$ cat config.mk
export PLATFORM = sky130hd
export DESIGN_NAME = forwarding_scoreboard
export DESIGN_NICKNAME = d
export VERILOG_FILES = /design/src/rtl/forwarding_scoreboard_pkg.sv /design/src/rtl/forwarding_scoreboard_match.sv /design/src/rtl/forwarding_scoreboard.sv
export SDC_FILE = /design/constraint.sdc
export NUM_CORES = 1
export LEC_CHECK = 0
export CORE_MARGIN = 2
export CORE_UTILIZATION = 47
export CTS_BUF_LIST = sky130_fd_sc_hd__clkbuf_16
export DETAILED_ROUTE_END_ITERATION = 8
export PLACE_DENSITY_LB_ADDON = 0.2
export SLEW_MARGIN = 25
export SYNTH_ARGS = -nofsm -noshare
export SYNTH_HDL_FRONTEND = slang
export SYNTH_SLANG_ARGS = --single-unit
$ cat constraint.sdc
create_clock -name clk -period 2.5 [get_ports clk]
set_input_delay 0.5 -clock clk [delete_from_list [all_inputs] [get_ports clk]]
set_output_delay 0.5 -clock clk [all_outputs]
set_load 0.02 [all_outputs]
$ cat src/rtl/forwarding_scoreboard_pkg.sv
// Shared types for the EX forwarding scoreboard.
// Optional perf counters: FORWARDING_SCOREBOARD_PERF_EN.
package forwarding_scoreboard_pkg;

  localparam int unsigned SEL_REGFILE = 0;

  typedef logic [2:0] lc3b_reg;

  typedef struct packed {
    logic       valid;
    lc3b_reg    dest;
    logic [1:0] avail;
  } lc3b_fwd_slot;

  function automatic int unsigned sel_w(
    input int unsigned depth
  );
    return $clog2(depth + 1);
  endfunction

endpackage

$ cat src/rtl/forwarding_scoreboard_match.sv
// Priority finder: youngest slot writing a source register,
// plus whether its result has reached its forwardable slot.
module fwd_slot_match
  import forwarding_scoreboard_pkg::*;
#(
  parameter int unsigned DEPTH = 3,
  parameter int unsigned REG_W = 3,
  parameter int unsigned SEL_W = 2
) (
  input  logic [DEPTH-1:0]            valid_i,
  input  logic [DEPTH-1:0][REG_W-1:0] dest_i,
  input  logic [DEPTH-1:0][SEL_W-1:0] avail_i,
  input  logic [REG_W-1:0]            sr_i,
  input  logic                        sr_req_i,
  output logic                        hit_o,
  output logic [SEL_W-1:0]            idx_o,
  output logic                        ready_o
);

  // Scan oldest to youngest so the youngest match lands last.
  always_comb begin
    hit_o   = 1'b0;
    idx_o   = '0;
    ready_o = 1'b1;
    for (int i = DEPTH - 1; i >= 0; i--) begin
      if (valid_i[i] && sr_req_i && (dest_i[i] == sr_i)) begin
        hit_o   = 1'b1;
        idx_o   = SEL_W'(i);
        ready_o = (SEL_W'(i) >= avail_i[i]);
      end
    end
  end

endmodule

$ cat src/rtl/forwarding_scoreboard.sv
// EX forwarding selects and load-use stall from a shift pipe
// of in-flight writers. Perf: FORWARDING_SCOREBOARD_PERF_EN.
module forwarding_scoreboard
  import forwarding_scoreboard_pkg::*;
#(
  parameter  int unsigned NUM_REGS = 8,
  parameter  int unsigned DEPTH    = 3,
  localparam int unsigned REG_W    = $clog2(NUM_REGS),
  localparam int unsigned SEL_W    = sel_w(DEPTH)
) (
  input  logic             clk,
  input  logic             rst_n,
  input  logic             pipe_advance,
  input  logic             flush,
  input  logic             cons_valid,
  input  logic [REG_W-1:0] cons_sr1,
  input  logic [REG_W-1:0] cons_sr2,
  input  logic             cons_sr1_req,
  input  logic             cons_sr2_req,
  input  logic             cons_wr,
  input  logic [REG_W-1:0] cons_dest,
  input  logic [SEL_W-1:0] cons_avail,
  output logic [SEL_W-1:0] fwd_a_sel,
  output logic [SEL_W-1:0] fwd_b_sel,
  output logic             hazard_stall,
  output logic [DEPTH-1:0] slot_valid
`ifdef FORWARDING_SCOREBOARD_PERF_EN
  ,
  output logic [31:0]      perf_stall_cycles,
  output logic [31:0]      perf_fwd_count
`endif
);

  typedef struct packed {
    logic             valid;
    logic [REG_W-1:0] dest;
    logic [SEL_W-1:0] avail;
  } slot_t;

  slot_t [DEPTH-1:0] slot_q;
  slot_t [DEPTH-1:0] slot_d;

  logic [DEPTH-1:0]            sv;
  logic [DEPTH-1:0][REG_W-1:0] sd;
  logic [DEPTH-1:0][SEL_W-1:0] sa;

  logic             hit_a;
  logic             hit_b;
  logic             rdy_a;
  logic             rdy_b;
  logic [SEL_W-1:0] idx_a;
  logic [SEL_W-1:0] idx_b;
  logic             push;

  always_comb begin
    sv = '0;
    sd = '0;
    sa = '0;
    for (int i = 0; i < DEPTH; i++) begin
      sv[i] = slot_q[i].valid;
      sd[i] = slot_q[i].dest;
      sa[i] = slot_q[i].avail;
    end
  end

  fwd_slot_match #(
    .DEPTH (DEPTH),
    .REG_W (REG_W),
    .SEL_W (SEL_W)
  ) u_match_a (
    .valid_i  (sv),
    .dest_i   (sd),
    .avail_i  (sa),
    .sr_i     (cons_sr1),
    .sr_req_i (cons_sr1_req),
    .hit_o    (hit_a),
    .idx_o    (idx_a),
    .ready_o  (rdy_a)
  );

  fwd_slot_match #(
    .DEPTH (DEPTH),
    .REG_W (REG_W),
    .SEL_W (SEL_W)
  ) u_match_b (
    .valid_i  (sv),
    .dest_i   (sd),
    .avail_i  (sa),
    .sr_i     (cons_sr2),
    .sr_req_i (cons_sr2_req),
    .hit_o    (hit_b),
    .idx_o    (idx_b),
    .ready_o  (rdy_b)
  );

  assign fwd_a_sel = hit_a ? idx_a + SEL_W'(1)
                           : SEL_W'(SEL_REGFILE);
  assign fwd_b_sel = hit_b ? idx_b + SEL_W'(1)
                           : SEL_W'(SEL_REGFILE);

  assign hazard_stall = cons_valid & ~flush
                      & (~rdy_a | ~rdy_b);
  assign slot_valid   = sv;

  // Stalled or flushed consumers enter as a bubble.
  assign push = cons_valid & cons_wr
              & ~flush & ~hazard_stall;

  always_comb begin
    slot_d = slot_q;
    if (pipe_advance) begin
      for (int i = DEPTH - 1; i >= 1; i--) begin
        slot_d[i] = slot_q[i-1];
      end
      slot_d[0].valid = push;
      slot_d[0].dest  = cons_dest;
      slot_d[0].avail = cons_avail;
    end
  end

  always_ff @(posedge clk) begin
    if (!rst_n) begin
      slot_q <= '0;
    end else begin
      slot_q <= slot_d;
    end
  end

`ifdef FORWARDING_SCOREBOARD_PERF_EN
  logic [31:0] stall_cnt_q;
  logic [31:0] fwd_cnt_q;
  logic [1:0]  fwd_inc;
  logic [32:0] fwd_sum;

  always_comb begin
    fwd_inc = {1'b0, |fwd_a_sel} + {1'b0, |fwd_b_sel};
    fwd_sum = {1'b0, fwd_cnt_q} + {31'b0, fwd_inc};
  end

  always_ff @(posedge clk) begin
    if (!rst_n) begin
      stall_cnt_q <= '0;
      fwd_cnt_q   <= '0;
    end else if (pipe_advance) begin
      if (hazard_stall) begin
        if (~&stall_cnt_q) begin
          stall_cnt_q <= stall_cnt_q + 32'd1;
        end
      end else begin
        fwd_cnt_q <= fwd_sum[32] ? '1 : fwd_sum[31:0];
      end
    end
  end

  assign perf_stall_cycles = stall_cnt_q;
  assign perf_fwd_count    = fwd_cnt_q;
`endif

endmodule

==> results_dict.tcl, run 1 <==
set metrics [dict create \
    status "finished with violations" \
    violations "setup timing" \
    initial_core_util_pct 50.6 \
    crit_path_start "cons_sr2[2]" \
    synthDistinctLibCells 24 \
    drt-pass1-iter-count 4 \
    syn_inst 107 \
    antennaDiodeCount 0 \
    hold_ws_ps 528 \
    crit_slowest_cell "or4_4" \
    relSlewSlack_pct 76.1 \
    root_buffer "clkbuf_16" \
    hp-class "reg -> reg" \
    yosysTopAreaCellShare_pct 35.6 \
    cts_tree "yes" \
    portBuffers 26 \
    period_needed_ps 2570 \
    synth_fp_nets 126 \
    yosysSeqAreaShare_pct 35.6 \
    skew_ps 2.82 \
    r2r-start "sd[7]" \
    yosysTopAreaCell "dfxtp_1" \
    cp_data_required_time_ps 2000 \
    whs_path_depth 2 \
    die_x_microns 50.4 \
    max_freq_mhz 388 \
    grt-ovfl-total 0 \
    power_uw 743 \
    tightest_slew_ps 356 \
    multiInputGateArea_sq_um 712 \
    rsz0062_at_grt "true" \
    syn_area_per_cell_sq_um 9.46 \
    whs_endpoint "sa[5]" \
    fp.dieArea_sq_um 2540 \
    synth.area.top_cells "dfxtp_1 36%, mux2i_1 17%, xor2_1 16%" \
    wl_microns 2970 \
    leakage_nw 0.704 \
    r2r-end "slot_valid[0]" \
    nets 179 \
    slew_viol_final 0 \
    clk_pin_slew_ps 50 \
    drive_gt1_share_pct 36.5 \
    cts_num_sinks 18 \
    grt.total_usage_pct 26.6 \
    worst-path-buf-inv 2 \
    area_growth_pct 60.1 \
    cp-end-kind "output pin" \
    peakVddDrop_v 0.000442 \
    hp-start "sa[5]" \
    clock_path_buffers 2 \
    slowest_delay_ps 510 \
    critPathLaunchType "input port" \
    numCtsBuffers 3 \
    drt-initial-drc-count 12 \
    num_vias 990 \
    synth.yosys.warnings 0 \
    max_cap_violations 0 \
    nFillCells 126 \
    routed_via_density 5.32 \
    post-cts-setup-buffers 0 \
    crit_chain "buf_6 -> xor2_1 -> or4_4 -> or4_4 -> o311a_4 -> a21oi_4 -> buf_6" \
    hpwl_microns 2000 \
    synth_edf_count 0 \
    hold_viol 0 \
    rrSetupSlack_ps 640 \
    ioPinCount 27 \
    power.density_nw_per_um2 458 \
    grt_max_degree 19 \
    async_reset_ff_share_pct 0 \
    ant_nets 0 \
    setup_ws_ps -74.1 \
    crit_family "simple AND/OR/NAND/NOR gates" \
    regArea_sq_um 363 \
    crit_type "in -> out" \
    final_cell_area_sq_um 1620 \
    setup_viol 1 \
    gp_congestion 0.879 \
    drc 0 \
    antenna_found_initial 0 \
    worstSkewPairLatency_ps 250 \
    chipHeight_microns 50.4 \
    ys_seq_elements 18 \
    dpl_cell_area_sq_um 1490 \
    syn-cell-area_sq_um 1010 \
    worst-endpoint-arrival_ps 2070 \
    core_area_sq_um 2000 \
    finish.utilization_pct 80.9 \
    cp_max_fo 2 \
    grt_pass1_vias 1074 \
    rows 16 \
    h-tree-depth 1 \
    r2r_cells 7 \
    timing.final.crit_share_pct 103 \
    grt_pass1_wl_microns 4930 \
    ctsHoldBuffers 0 \
    wl_per_cell_microns 16.0 \
    ys_dominant_reg_cell "dfxtp_1" \
]
power by group:
group	internal [mW]	switching [mW]	total, mW
Combinational	0.0640	0.0511	0.115
Sequential	0.297	0.00932	0.306
Clock	0.213	0.108	0.321
worst max path at each step:
stage | endpoint | depth (start not counted)
2_1_floorplan | hazard_stall | 5
3_3_place_gp | hazard_stall | 7
3_5_place_dp | hazard_stall | 7
4_1_cts | hazard_stall | 7
5_1_grt | hazard_stall | 8
6_report | hazard_stall | 7
cell type report:
class                           count  share of cell area (%)
Multi-Input combinational cell     82                    43.9
Tap cell                           27                    2.08
Sequential cell                    18                    22.4
Clock inverter                      1                   0.232
Inverter                            3                   0.695
Clock buffer                        3                    4.63
Timing Repair Buffer               52                    26.0
registers in the layout, summed over array words and instances (netlist names):
signal,count
slot_valid,3
sa,6
sd,9
per-layer routing:
layer	part of all wire, %	track usage, %
met2	50	47.4
met3	3.9	7.14
met5	0	0
met4	3.5	13.5
met1	43	28.7
what timing repair did:
action / 4_1_cts / 5_1_grt
gates resized for setup: 54 / 9
setup endpoints to repair: 5 / 4
hold endpoints to repair: 0 / 0
pin swaps: 9 / 2
cloned: 0 / 0
synth_stat cells, types with 2 or more instances:
library cell / count
clkbuf_1: 3
nand2_1: 8
nor2b_1: 17
xor2_1: 18
mux2i_1: 17
o21bai_1: 2
or4_1: 2
inv_1: 3
nor4_1: 4
a21oi_1: 2
dfxtp_1: 18
through the flow:
| step | instances | setup WS (ps) | setup TNS (ps) |
|---|---|---|---|
| after global routing | 186 | -141 | -141 |
| after global placement | 182 | -999 | -3300 |
| after CTS | 186 | -70.7 | -70.7 |
| after detailed placement | 182 | -1020 | -3530 |
| after floorplan | 107 | 14.7 | 0 |
| final | 186 | -74.1 | -74.1 |
logic make-up after synthesis:
logic type,count (synthesis),share of synthesized area [%]
AOI/OAI and AO/OA,8,5.93
xor gates and xnor gates,18,15.6
buffers and inverters,7,2.72
DFF,18,35.6
muxes,17,16.8
and+or+nand+nor,39,23.4
placed cells by master, fill, tap and decap left out, drive strengths merged, types with 2 or more instances in the layout:
master         synthesis  routed
xor2                  18      18
inv                    3       3
clkdlybuf4s50          0      13
o21bai                 2       2
dfxtp                 18      18
nand2                  8       8
buf                    1      34
dlygate4sd2            0       2
mux2i                 17      17
nor2b                 17      17
nor4                   5       5
a21oi                  3       3
clkbuf                 3       5
or4                    3       3
worst reg2reg max path, delay by kind of cell (launching register included):
kind	cells	cell delay, ps
compound gates	1	130
xor+xnor	1	150
buf+inv	2	280
flops	1	320
simple gates	3	860
Power figures use the tool's default switching activity.
==> inputs of run 2 (changes only) <==
--- a/config.mk
+++ b/config.mk
@@ -5,8 +5,9 @@
 export SDC_FILE = /design/constraint.sdc
 export NUM_CORES = 1
 export LEC_CHECK = 0
+export CORE_ASPECT_RATIO = 2
 export CORE_MARGIN = 2
-export CORE_UTILIZATION = 47
+export CORE_UTILIZATION = 31
 export CTS_BUF_LIST = sky130_fd_sc_hd__clkbuf_16
 export DETAILED_ROUTE_END_ITERATION = 8
 export PLACE_DENSITY_LB_ADDON = 0.2
==> results_dict.tcl, run 2 (synthesized netlist as in run 1, its figures left out) <==
set metrics [dict create \
    status "finished with violations" \
    violations "setup timing" \
    final_cell_area_sq_um 1710 \
    core_area_sq_um 3160 \
    wl_met1_microns 938 \
    rows 29 \
    drt-pass1-iter-count 2 \
    setup_ws_ps -63.4 \
    routed_via_density 4.74 \
    crit_slowest_cell "or4_4" \
    fp.dieArea_sq_um 3770 \
    pre_cts_ws_ps -998 \
    wl_microns 2650 \
    met3_length_microns 99 \
    grt.total_usage_pct 16.2 \
    root_buffer "clkbuf_16" \
    clk_pin_slew_ps 50 \
    setup_viol 1 \
    rsz0062_at_grt "true" \
    cp-end-kind "output pin" \
    hold_viol 0 \
    grt_pass1_wl_microns 4460 \
    cp_max_fo 3 \
    hp-class "reg -> reg" \
    grt-ovfl-total 0 \
    grt_max_degree 19 \
    cts_num_sinks 18 \
    h-tree-depth 1 \
    ant_nets 0 \
    max_cap_violations 0 \
    chipHeight_microns 84.8 \
    ctsHoldBuffers 0 \
    critPathLaunchType "flop" \
    slowest_delay_ps 510 \
    wl_per_cell_microns 13.3 \
    drt-initial-drc-count 10 \
    route.met2.wl_microns 1520 \
    drc 0 \
    drive_gt1_share_pct 38.5 \
    worst-endpoint-arrival_ps 2060 \
    crit_top_cell "or4_4" \
    dpl_cell_area_sq_um 1540 \
    layout_common_cells "35 x buf_4, 17 x mux2i_1, 17 x nor2b_1, 17 x dfxtp_1, 16 x xor2_1" \
    relSlewSlack_pct 77.2 \
    gp_congestion 0.813 \
    crit_chain "xor2_1 -> or4_4 -> or4_4 -> o311a_4 -> a21oi_4 -> buf_6" \
    max_freq_mhz 390 \
    tns_ps -63.4 \
    leakage_nw 0.759 \
    skew_ps 3.45 \
    power.density_nw_per_um2 432 \
    antennaDiodeCount 0 \
    slew_viol_final 0 \
    antenna_found_initial 0 \
    grt_pass1_vias 1037 \
    worstSkewPairLatency_ps 250 \
    cp_data_required_time_ps 2000 \
    nets 189 \
    num_vias 947 \
    initial_core_util_pct 32.1 \
    highest_layer "met4" \
    period_needed_ps 2560 \
    hpwl_microns 2070 \
    area_growth_pct 68.5 \
    largest_reg_flops 9 \
    tightest_slew_ps 339 \
    portBuffers 26 \
    ioPinCount 27 \
    finish.utilization_pct 54.0 \
    cts_tree "yes" \
    layout_commonest_cell "buf_4" \
    timing.final.crit_share_pct 103 \
    clock_path_buffers 2 \
    peakVddDrop_v 0.000357 \
    power_uw 737 \
    die_x_microns 44.4 \
    numCtsBuffers 3 \
    crit_type "reg -> out" \
]
==> run 2: final timing paths <==
kind	startpoint	to	slack [ps]	cells after the start
worst max-delay path	sd[8]	hazard_stall	-60	6
worst min-delay path	sa[5]	sa[5]	520	2
worst max register to register	sd[8]	slot_valid[0]	550	8
worst min register to register	sa[5]	sa[5]	520	2
==> run 2: through the flow <==
step	hold slack, ps	std cells
4_1_cts	528	199
2_1_floorplan	482	107
3_3_place_gp	500	192
5_1_grt	565	200
6_report	517	200
3_5_place_dp	513	192
==> run 2: layout make-up <==
cell class	count	area, sq um
inverter	3	11.3
fill	299	1450
clock inverter	1	3.75
multi-input combinational	82	717
clock buffer	3	75.1
timing repair buffer	62	498
tap	31	38.8
sequential	18	362
==> run 2: where the power goes <==
| group | internal, mW | switching (mW) | leakage (nW) |
|---|---|---|---|
| sequential | 0.297 | 0.00887 | 0.147 |
| combinational | 0.0671 | 0.0502 | 0.573 |
| clock | 0.212 | 0.102 | 0.0385 |
==> run 2: timing repair <==
item	in CTS	in global routing
setup endpoints to repair	5	4
gates resized for setup	53	4
setup buffers	3	1
endpoints found under the hold margin	0	0
pin swaps	11	4
==> run 2: routing by layer <==
metal	GRT usage (%)	vias to the layer above
met2	29.3	23
met4	9.37	0
met1	16.6	432
met3	2.34	7
li1	-	485
met5	0	-
==> run 2: critical path, delay by kind of cell (launching register included) <==
kind | cells | cell delay, ps
simple gates | 2 | 930
flops | 1 | 330
compound gates | 2 | 260
xor+xnor | 1 | 150
buf+inv | 1 | 130
==> inputs of run 3 (changes only) <==
--- a/config.mk
+++ b/config.mk
@@ -5,6 +5,8 @@
 export SDC_FILE = /design/constraint.sdc
 export NUM_CORES = 1
 export LEC_CHECK = 0
+export CELL_PAD_IN_SITES_DETAIL_PLACEMENT = 1
+export CELL_PAD_IN_SITES_GLOBAL_PLACEMENT = 1
 export CORE_ASPECT_RATIO = 2
 export CORE_MARGIN = 2
 export CORE_UTILIZATION = 31
==> results_dict.tcl, run 3 (synthesized netlist as in run 1, its figures left out) <==
set metrics [dict create \
    status "finished with violations" \
    violations "setup timing" \
    p_int_uw 577 \
    nets 185 \
    route.met2.wl_microns 1880 \
    hp-class "reg -> reg" \
    worst-endpoint-arrival_ps 2110 \
    clk_pin_slew_ps 50 \
    max_freq_mhz 383 \
    r2r_cells 7 \
    slowest_delay_ps 510 \
    wl_met1_microns 1070 \
    cp-end-kind "output pin" \
    power.density_nw_per_um2 439 \
    cp_data_required_time_ps 2000 \
    r2r-start "sd[7]" \
    swShare_pct 22.9 \
    crit_top_cell "or4_4" \
    drt-pass1-iter-count 2 \
    clock_path_buffers 2 \
    whs_path_depth 2 \
    chipHeight_microns 84.8 \
    met3_length_microns 96 \
    ant_nets 0 \
    wl_microns 3170 \
    grt_pass1_wl_microns 5100 \
    final_cell_count_no_fill 196 \
    p_sw_uw 172 \
    hold_ws_ps 517 \
    layout_common_cells "32 x buf_4, 17 x mux2i_1, 17 x nor2b_1" \
    num_vias 994 \
    rrSetupSlack_ps 620 \
    numCtsBuffers 3 \
    whs_endpoint "sa[2]" \
    portBuffers 26 \
    layout_commonest_cell "buf_4" \
    ioPinCount 27 \
    setup_viol 1 \
    drc 0 \
    drive_gt1_share_pct 38.2 \
    gp_congestion 0.814 \
    skew_ps 2.70 \
    setup_ws_ps -109 \
    wl_per_cell_microns 16.2 \
    tightest_slew_ps 306 \
    rows 29 \
    crit_slowest_cell "or4_4" \
    seq_power_share_pct 40.9 \
    initial_core_util_pct 32.1 \
    hpwl_microns 2380 \
    crit_chain "buf_8 -> xor2_1 -> or4_4 -> or4_4 -> o311a_4 -> a21oi_4 -> buf_6" \
    period_needed_ps 2610 \
    grt.total_usage_pct 18.6 \
    pwr-share-comb_pct 16.1 \
    routed_via_density 5.07 \
    hold_viol 0 \
    timing.final.crit_share_pct 104 \
    cts_tree "yes" \
    cts_num_sinks 18 \
    peakVddDrop_v 0.000488 \
    antennaDiodeCount 0 \
    crit_path_start "cons_sr2[2]" \
    relSlewSlack_pct 79.5 \
    r2r-end "slot_valid[0]" \
    fp.dieArea_sq_um 3770 \
    die_x_microns 44.4 \
    rsz0062_at_grt "true" \
    h-tree-depth 1 \
    antenna_found_initial 0 \
    worstSkewPairLatency_ps 250 \
    largest_reg_flops 9 \
    slew_viol_final 0 \
    power.clock.fraction_pct 43.1 \
    dp.cells 188 \
    core_area_sq_um 3160 \
    hp-start "sa[2]" \
    grt_pass1_vias 1128 \
    root_buffer "clkbuf_16" \
    max_cap_violations 0 \
    tns_ps -109 \
    area_growth_pct 68.4 \
    crit_type "in -> out" \
    grt-ovfl-total 0 \
    leakage_nw 0.745 \
    cp_max_fo 2 \
    drt-initial-drc-count 9 \
    grt_max_degree 19 \
    highest_layer "met4" \
    critPathLaunchType "input port" \
]
run 3: power by group through the flow:
stage	Clock (mW)	Sequential, mW	Combinational, mW
2_1_floorplan	0	0.311	0.0482
3_3_place_gp	0	0.311	0.112
3_5_place_dp	0	0.312	0.115
4_1_cts	0.330	0.306	0.118
5_1_grt	0.346	0.307	0.130
6_report	0.323	0.306	0.120
run 3: cell type report:
type	count	area, sq um
multi-input combinational	82	731
fill	364	1450
inverter	3	11.3
timing repair buffer	58	482
sequential	18	363
tap	31	38.8
clock inverter	1	3.75
clock buffer	3	75.1
run 3: critical path: cells and delay by family:
family / cells / cell delay (ps)
XOR/XNOR: 1 / 130
AND/OR/NAND/NOR: 2 / 940
AO/OA/AOI/OAI: 2 / 300
buffers and inverters: 2 / 230
run 3: what timing repair did:
item | 4_1_cts | 5_1_grt
hold buffers | 0 | 0
resized for setup | 57 | 9
endpoints found under the hold margin | 0 | 0
pin swaps | 9 | 5
setup endpoints to repair | 5 | 4
setup buffers | 2 | 2
run 3: how the worst max path moves through the flow:
stage                               to  depth (start not counted)
after floorplan           hazard_stall                          5
after global placement    hazard_stall                          7
after detailed placement  hazard_stall                          7
after CTS                 hazard_stall                          7
after global routing      hazard_stall                          6
final                     hazard_stall                          7
run 3: per-layer routing:
metal	up-vias	GRT usage, %
li1	483	-
met3	10	2.55
met4	0	11.0
met5	-	0
met2	26	34.6
met1	475	18.0
run 3: per-stage QoR:
stage	instance area, sq um	power, mW	worst slack (ps)	utilization [%]
floorplan	1020	0.360	14.7	-
global placement	1510	0.424	-1050	47.9
detailed placement	1510	0.427	-1110	47.9
CTS	1670	0.753	-77.8	52.9
global route	1700	0.783	-143	54.0
finish	1700	0.749	-109	54.0
